**config.mk**
```make
export PLATFORM = sky130hd
export DESIGN_NAME = muldiv_unit
export DESIGN_NICKNAME = d
export VERILOG_FILES = /design/src/rtl/mips_pkg.sv /design/src/rtl/muldiv_step.sv /design/src/rtl/muldiv_unit.sv
export SDC_FILE = /design/constraint.sdc
export NUM_CORES = 1
export LEC_CHECK = 0
export CAP_MARGIN = 30
export CORE_MARGIN = 2
export CORE_UTILIZATION = 35
export CTS_CLUSTER_SIZE = 14
export DETAILED_ROUTE_END_ITERATION = 16
export MAX_ROUTING_LAYER = met4
export SYNTH_ARGS = -nofsm -noshare
export SYNTH_HDL_FRONTEND = slang
export SYNTH_HIERARCHICAL = 1
export SYNTH_SLANG_ARGS = --single-unit
```
**constraint.sdc**
```tcl
create_clock -name clk -period 5.9 [get_ports clk]
set_input_delay 1.18 -clock clk [delete_from_list [all_inputs] [get_ports clk]]
set_output_delay 1.18 -clock clk [all_outputs]
set_load 0.03 [all_outputs]
```
**src/rtl/mips_pkg.sv**
```systemverilog
// Shared types and constants for the multiply/divide unit.
// Op and state encodings plus small decode helpers used by the datapath and FSM.
package mips_pkg;

    localparam int MULDIV_WIDTH = 32;

    typedef enum logic [1:0] {
        MULT  = 2'd0,
        MULTU = 2'd1,
        DIV   = 2'd2,
        DIVU  = 2'd3
    } muldiv_op_t;

    typedef enum logic [1:0] {
        IDLE = 2'd0,
        CALC = 2'd1,
        SIGN = 2'd2,
        DONE = 2'd3
    } muldiv_state_t;

    function automatic logic op_is_div(input muldiv_op_t op);
        return (op == DIV) || (op == DIVU);
    endfunction

    function automatic logic op_is_signed(input muldiv_op_t op);
        return (op == MULT) || (op == DIV);
    endfunction

endpackage

```
**src/rtl/muldiv_step.sv**
```systemverilog
// One radix-2 iteration on the shared {acc_hi, acc_lo} accumulator.
// Multiply: shift-add with the multiplier in acc_lo. Divide: restoring shift-subtract, quotient shifts into acc_lo.
module muldiv_step
    import mips_pkg::*;
#(
    parameter int WIDTH = MULDIV_WIDTH
) (
    input  logic [2*WIDTH-1:0] acc,
    input  logic [WIDTH-1:0]   opnd,
    input  muldiv_op_t         op,
    output logic [2*WIDTH-1:0] acc_next
);

    logic [WIDTH:0] sum;
    logic [WIDTH:0] shifted;
    logic [WIDTH:0] diff;

    always_comb begin
        sum     = {1'b0, acc[2*WIDTH-1:WIDTH]} + {1'b0, opnd};
        shifted = {acc[2*WIDTH-1:WIDTH], acc[WIDTH-1]};
        diff    = shifted - {1'b0, opnd};
        if (op_is_div(op)) begin
            // The partial remainder stays below the divisor, so diff's top bit is a pure borrow flag.
            if (!diff[WIDTH]) begin
                acc_next = {diff[WIDTH-1:0], acc[WIDTH-2:0], 1'b1};
            end else begin
                acc_next = {shifted[WIDTH-1:0], acc[WIDTH-2:0], 1'b0};
            end
        end else if (acc[0]) begin
            acc_next = {sum, acc[WIDTH-1:1]};
        end else begin
            acc_next = {1'b0, acc[2*WIDTH-1:1]};
        end
    end

endmodule

```
**src/rtl/muldiv_unit.sv**
```systemverilog
// Iterative MULT/MULTU/DIV/DIVU unit feeding the HI/LO write path.
// Works on magnitudes for WIDTH cycles, then applies sign fix-ups and special cases in SIGN.
module muldiv_unit
    import mips_pkg::*;
#(
    parameter int WIDTH = MULDIV_WIDTH,
    parameter int CNT_W = $clog2(WIDTH) + 1
) (
    input  logic             clk,
    input  logic             reset,
    input  logic             start,
    input  muldiv_op_t       op,
    input  logic [WIDTH-1:0] a,
    input  logic [WIDTH-1:0] b,
    output logic             busy,
    output logic             done,
    output logic [WIDTH-1:0] hi,
    output logic [WIDTH-1:0] lo
);

    muldiv_state_t      state_reg,  state_next;
    logic [CNT_W-1:0]   count_reg,  count_next;
    logic [2*WIDTH-1:0] acc_reg,    acc_next;
    logic [WIDTH-1:0]   opnd_reg,   opnd_next;
    muldiv_op_t         op_reg,     op_next;
    logic               sign_a_reg, sign_a_next;
    logic               sign_b_reg, sign_b_next;
    logic [WIDTH-1:0]   hi_reg,     hi_next;
    logic [WIDTH-1:0]   lo_reg,     lo_next;

    logic [2*WIDTH-1:0] step_acc;
    logic [WIDTH-1:0]   a_abs, b_abs, quo, rem;
    logic [2*WIDTH-1:0] prod;

    muldiv_step #(.WIDTH(WIDTH)) u_step (
        .acc      (acc_reg),
        .opnd     (opnd_reg),
        .op       (op_reg),
        .acc_next (step_acc)
    );

    always_comb begin
        state_next  = state_reg;
        count_next  = count_reg;
        acc_next    = acc_reg;
        opnd_next   = opnd_reg;
        op_next     = op_reg;
        sign_a_next = sign_a_reg;
        sign_b_next = sign_b_reg;
        hi_next     = hi_reg;
        lo_next     = lo_reg;
        a_abs       = '0;
        b_abs       = '0;
        quo         = '0;
        rem         = '0;
        prod        = '0;

        case (state_reg)
            IDLE: begin
                if (start) begin
                    sign_a_next = op_is_signed(op) & a[WIDTH-1];
                    sign_b_next = op_is_signed(op) & b[WIDTH-1];
                    a_abs       = sign_a_next ? -a : a;
                    b_abs       = sign_b_next ? -b : b;
                    op_next     = op;
                    count_next  = '0;
                    state_next  = CALC;
                    // acc_lo holds the multiplier (mul) or the dividend (div); opnd is the other operand.
                    if (op_is_div(op)) begin
                        acc_next  = {{WIDTH{1'b0}}, a_abs};
                        opnd_next = b_abs;
                    end else begin
                        acc_next  = {{WIDTH{1'b0}}, b_abs};
                        opnd_next = a_abs;
                    end
                end
            end
            CALC: begin
                acc_next   = step_acc;
                count_next = count_reg + 1'b1;
                if (count_reg == CNT_W'(WIDTH - 1)) begin
                    state_next = SIGN;
                end
            end
            SIGN: begin
                if (op_is_div(op_reg)) begin
                    // 0x8000_0000 / -1 needs no special path: |q| = 2^31 negates back onto itself, remainder 0.
                    quo = acc_reg[WIDTH-1:0];
                    rem = acc_reg[2*WIDTH-1:WIDTH];
                    if (sign_a_reg ^ sign_b_reg) quo = -quo;
                    if (sign_a_reg)              rem = -rem;
                    // With a zero divisor the remainder already equals |a|, so only lo needs forcing.
                    if (opnd_reg == '0)          quo = '1;
                    hi_next = rem;
                    lo_next = quo;
                end else begin
                    prod    = (sign_a_reg ^ sign_b_reg) ? -acc_reg : acc_reg;
                    hi_next = prod[2*WIDTH-1:WIDTH];
                    lo_next = prod[WIDTH-1:0];
                end
                state_next = DONE;
            end
            DONE: begin
                state_next = IDLE;
            end
            default: begin
                state_next = IDLE;
            end
        endcase
    end

    always_ff @(posedge clk) begin
        if (!reset) begin
            state_reg  <= IDLE;
            count_reg  <= '0;
            acc_reg    <= '0;
            opnd_reg   <= '0;
            op_reg     <= MULT;
            sign_a_reg <= 1'b0;
            sign_b_reg <= 1'b0;
            hi_reg     <= '0;
            lo_reg     <= '0;
        end else begin
            state_reg  <= state_next;
            count_reg  <= count_next;
            acc_reg    <= acc_next;
            opnd_reg   <= opnd_next;
            op_reg     <= op_next;
            sign_a_reg <= sign_a_next;
            sign_b_reg <= sign_b_next;
            hi_reg     <= hi_next;
            lo_reg     <= lo_next;
        end
    end

    assign busy = (state_reg != IDLE);
    assign done = (state_reg == DONE);
    assign hi   = hi_reg;
    assign lo   = lo_reg;

endmodule

```
* After elaboration in Yosys (flattened, before gate mapping)
Index checks and enable logic that the tools add are counted.
** Storage, ports and cells
- Register bits :: 172
- Bits of input ports :: 69
- Output and inout port bits :: 66
** Operators by class
- $add $sub $neg :: 8
- Equality and inequality tests :: 10
- Multiplexer cells :: 20
- Bitwise operators :: 3
- Reduce and logical (&&, ||, !) cells :: 11
** Operators by type and width (count)
- 64-bit 2-to-1 mux :: 5
- 32-bit 2-to-1 mux :: 9
- 32-bit negation :: 4
- 64-bit one-hot mux with 2 select lines :: 1
- 64-bit negation :: 1
- 32-bit by 32-bit adder with 33-bit output :: 1
- 33-bit by 32-bit subtractor with 33-bit output :: 1
- 32-bit zero test :: 1
- 2-bit == test (second input constant) :: 6
- 6-bit one-hot mux with 2 select lines :: 1
- 2-bit one-hot mux with 4 select lines :: 1
- 6-bit by 1-bit adder with 6-bit output (second input constant) :: 1
- 6-bit by 5-bit == test with 1-bit output (second input constant) :: 1
- 6-bit 2-to-1 mux :: 1
- 2-bit AND reduction :: 3
- 2-bit zero test :: 2
- 2-bit 2-to-1 mux :: 2
- 2-bit inequality test (second input constant) :: 2
- 2-bit nonzero test :: 2
- 1-bit logical OR :: 3
- 1-bit bitwise AND :: 2
- 2-bit by 1-bit == test with 1-bit output (second input constant) :: 1
- 1-bit XOR :: 1

* Logic depth before layout (Yosys ltp)
- Word-level depth :: 7
- Gate-level depth with buffers :: 16
- Gate-level depth less buffers :: 15

* Modules after synthesis
The synthesis kept the hierarchy.
** Modules (own cells, without submodules)
- muldiv_unit :: instances 1, cells each 1295, area each 10163.5 um2, seq. area each 3443.3 um2
- muldiv_step :: instances 1, cells each 700, area each 4818.4 um2, seq. area each 0.0 um2

* Worst setup path after synthesis
Ideal clock, no wire load.
- Kind :: register to register
- From :: reg acc_reg[32]
- To :: reg acc_reg[63]
- Arrival time :: 3092 ps
- Slack :: 2681 ps
- Stages on the path, launching flop included :: 14
- Clock period less this slack :: 3219 ps
- Cell sequence :: dfxtp_1 -> ha_1 -> fa_1 -> a211oi_1 -> o21ai_0 -> a221oi_1 -> o211a_1 -> o21bai_1 -> a2111oi_0 -> or3_1 -> o221a_2 -> o211ai_1 -> a22oi_1 -> nor2_1
** On the way
- Longest elaborated chain between the ends :: 4
- Elaborated cells between the ends (all ways) :: 6
** RTL lines
- start: declaration :: RTL line muldiv_unit.sv:23 : logic [2*WIDTH-1:0] acc_reg, acc_next;
- start signal: assignment :: RTL line muldiv_unit.sv:126 : acc_reg <= acc_next;
- 33-bit by 32-bit subtractor with 33-bit output / 32-bit by 32-bit adder with 33-bit output (equally long branches) :: RTL line muldiv_step.sv:21, muldiv_step.sv:19
- 64-bit 2-to-1 mux, on equally long branches :: RTL line muldiv_step.sv:24, muldiv_step.sv:29
- 64-bit 2-to-1 mux (*) :: RTL line muldiv_step.sv:22 : if (op_is_div(op)) begin
- via step_acc[63] :: RTL line muldiv_unit.sv:31 : logic [2*WIDTH-1:0] step_acc;
- 64-bit one-hot mux with 2 select lines (*) :: RTL line muldiv_unit.sv:58 : case (state_reg)
Mark *: on every way through the listed nets, which the timed path passes. The rest lies on a longest branch.
A chain may end at the register's enable or synchronous reset.

* Worst setup path in the final report
- From :: reg acc_reg[31]
- To :: reg acc_reg[47]
** On the way
- Longest elaborated chain between the ends :: 4
** RTL lines
- 33-bit by 32-bit subtractor with 33-bit output :: RTL line muldiv_step.sv:21 : diff = shifted - {1'b0, opnd};
- 64-bit 2-to-1 mux :: RTL line muldiv_step.sv:24 : if (!diff[WIDTH]) begin
- 64-bit 2-to-1 mux :: RTL line muldiv_step.sv:22
- via step_acc[47] :: RTL line muldiv_unit.sv:31
- 64-bit one-hot mux with 2 select lines :: RTL line muldiv_unit.sv:58
The timed path passes the listed nets, and every way through them passes these cells.

==> metrics.txt <==
run status finished clean; leakage power 6.33 nW; detailed router's first-iteration violation count 1218; clock skew 0.0109 ns; nets@finish about 2200; syn avg cell area 7.51 µm²; Max H-tree Level 4; Routed WL 56600 µm; Pwr Density 422 mW/mm²; share of layout cells above drive strength 1 6.26%; synth-to-layout area growth 15.4%; Routed Antenna Nets 0; Hold Path Cell Cnt 2; Hold Buf Count CTS 0; area of placed instances 0.0167 mm²; # Max-Cap Violations 0; fin area 0.0173 mm²; Mapped Area 0.0149 mm²; clock share of power between 15 and 20%; Crit. End Element flop; Worst Hold Class flop to flop; Wirelength per Cell 21.8 µm; CP Max Fanout 26; Reg clk slew, reported paths ~0.07 ns; critical path required time 6.24 ns; Largest register FFs 64; GPL Wtd Cong 0.958; Sink Count 171; worst rel slew slack 42.8%; Worst R2R Path Depth 14; max-slew violations 0; drt drc 0; RSZ-0062 raised after global routing no; port buffer count 134; setup_tns 0 ns; startpoint types flop; clk_lat worst skew 0.46 ns; Flop pwr share a little over a quarter; grt total ovfl 0; Mapped Cells 1991; vias in the first global route 14800; worst setup path category flop to flop; final hold slack 0.446 ns; DRT Pass-1 Iters 5; num ports roughly 140; Sw Ratio 49.7%; # rows 75; cts repair resizes 0; Design Power 7.28 mW; Peak Freq 0.260 GHz; TritonCTS clock tree built; CTS buffer count 17; GRT Util Overall roughly a quarter; Via density about 6.1; worst path arrival time approximately 4.2 ns; fin crit period around 3.8 ns; syn_nets between 2000 and 2500; largest net degree at the start of global routing between 80 and 90; clk buf depth 2; Switch Pwr 3.62 mW; internal power 3.67 mW; Post-DP HPWL approximately 43000 µm; Worst-Margin Slew 0.857 ns; die area between 0.04 and 0.05 mm²; Post-Layout Cell Count 2600; initial antenna violation count 0; Die Wd 211 µm; first-pass GRT wire length 87500 µm; Peak VDD IR 0.234 mV; Logic pwr share a little under three fifths; routed via count 15800; CORE AREA between 0.04 and 0.05 mm²; Final Cycle Share 65.2%; ant diodes 0; synth warn 6; endpoints failing setup 0; final hold vios 0; Initial Utilization between 30 and 40%; Placed Cells 2567; Die Span Y ~210 µm; root buf cell clkbuf_16; Post-CTS Setup Inserts 0
[per-stage QoR]
stage	utilization (%)	worst slack (ns)
after global placement	39.5	2.01
final	41.0	2.05
after global routing	41.0	1.68
after CTS	41.0	2.07
after detailed placement	39.6	1.89
after floorplan	-	2.68
[power groups by stage]
stage	clock (mW)	sequential [mW]	combinational, mW
5_1_grt	1.23	1.98	4.56
6_report	1.16	1.94	4.18
2_1_floorplan	0	1.92	2.82
4_1_cts	1.18	1.93	4.14
3_3_place_gp	0	1.95	4.08
3_5_place_dp	0	1.96	4.11
[cells in the final DEF (no fill, tap or decap), types with 7 or more instances in the layout]
| cell | instances |
|---|---|
| and3_1 | 7 |
| clkdlybuf4s50_1 | 133 |
| a22oi_1 | 43 |
| xor2_1 | 65 |
| nand4_1 | 30 |
| a211oi_1 | 39 |
| nand2_1 | 171 |
| a221oi_1 | 18 |
| a31oi_1 | 27 |
| dfxtp_1 | 169 |
| nor2b_1 | 25 |
| ha_1 | 72 |
| and2_1 | 14 |
| nor2_1 | 144 |
| xnor2_1 | 100 |
| o31ai_1 | 26 |
| a21o_1 | 25 |
| nand3_1 | 58 |
| o211ai_1 | 27 |
| a21oi_1 | 204 |
| clkbuf_16 | 17 |
| mux2i_1 | 41 |
| buf_4 | 24 |
| o41ai_1 | 15 |
| a41oi_1 | 8 |
| o31a_1 | 9 |
| o21bai_1 | 10 |
| o21a_1 | 11 |
| nor4_1 | 42 |
| o21ai_0 | 160 |
| inv_1 | 71 |
| or3_1 | 20 |
| o221ai_1 | 9 |
| nor3_1 | 34 |
| nand2b_1 | 25 |
| mux2_2 | 30 |
[cell type report]
cell class	instances	area, µm²
clock buffer	20	457
clock inverter	12	134
fill	4418	24800
inverter	73	274
multi-input combinational	1622	10700
sequential	171	3430
tap	539	674
timing repair buffer	163	1570
[critical path: stages (launching register included)]
cell      delay, ns
dfxtp_1        0.50
inv_1          0.13
ha_1           0.24
fa_1           0.42
nor2b_1        0.19
o211ai_1       0.18
a21oi_1        0.46
nor3_1         0.15
o211ai_1       0.21
nor4b_4        0.23
buf_4          0.39
mux2i_1        0.26
a22oi_1        0.11
a22oi_1        0.20
nor2_1         0.05
[worst paths after layout]
path,from,to,slack (ns)
worst min register to register,hi[1],hi[1],0.45
worst min-delay path,hi[1],hi[1],0.45
worst max-delay path,acc_reg[31],acc_reg[47],2.05
worst max register to register,acc_reg[31],acc_reg[47],2.05
[per-layer routing]
metal,track usage (%),part of all wire [%]
met2,42.2,46
met1,33.5,45
met4,8.09,3.0
met5,-,0
met3,3.54,5.2
Power figures use the tool's default switching activity.
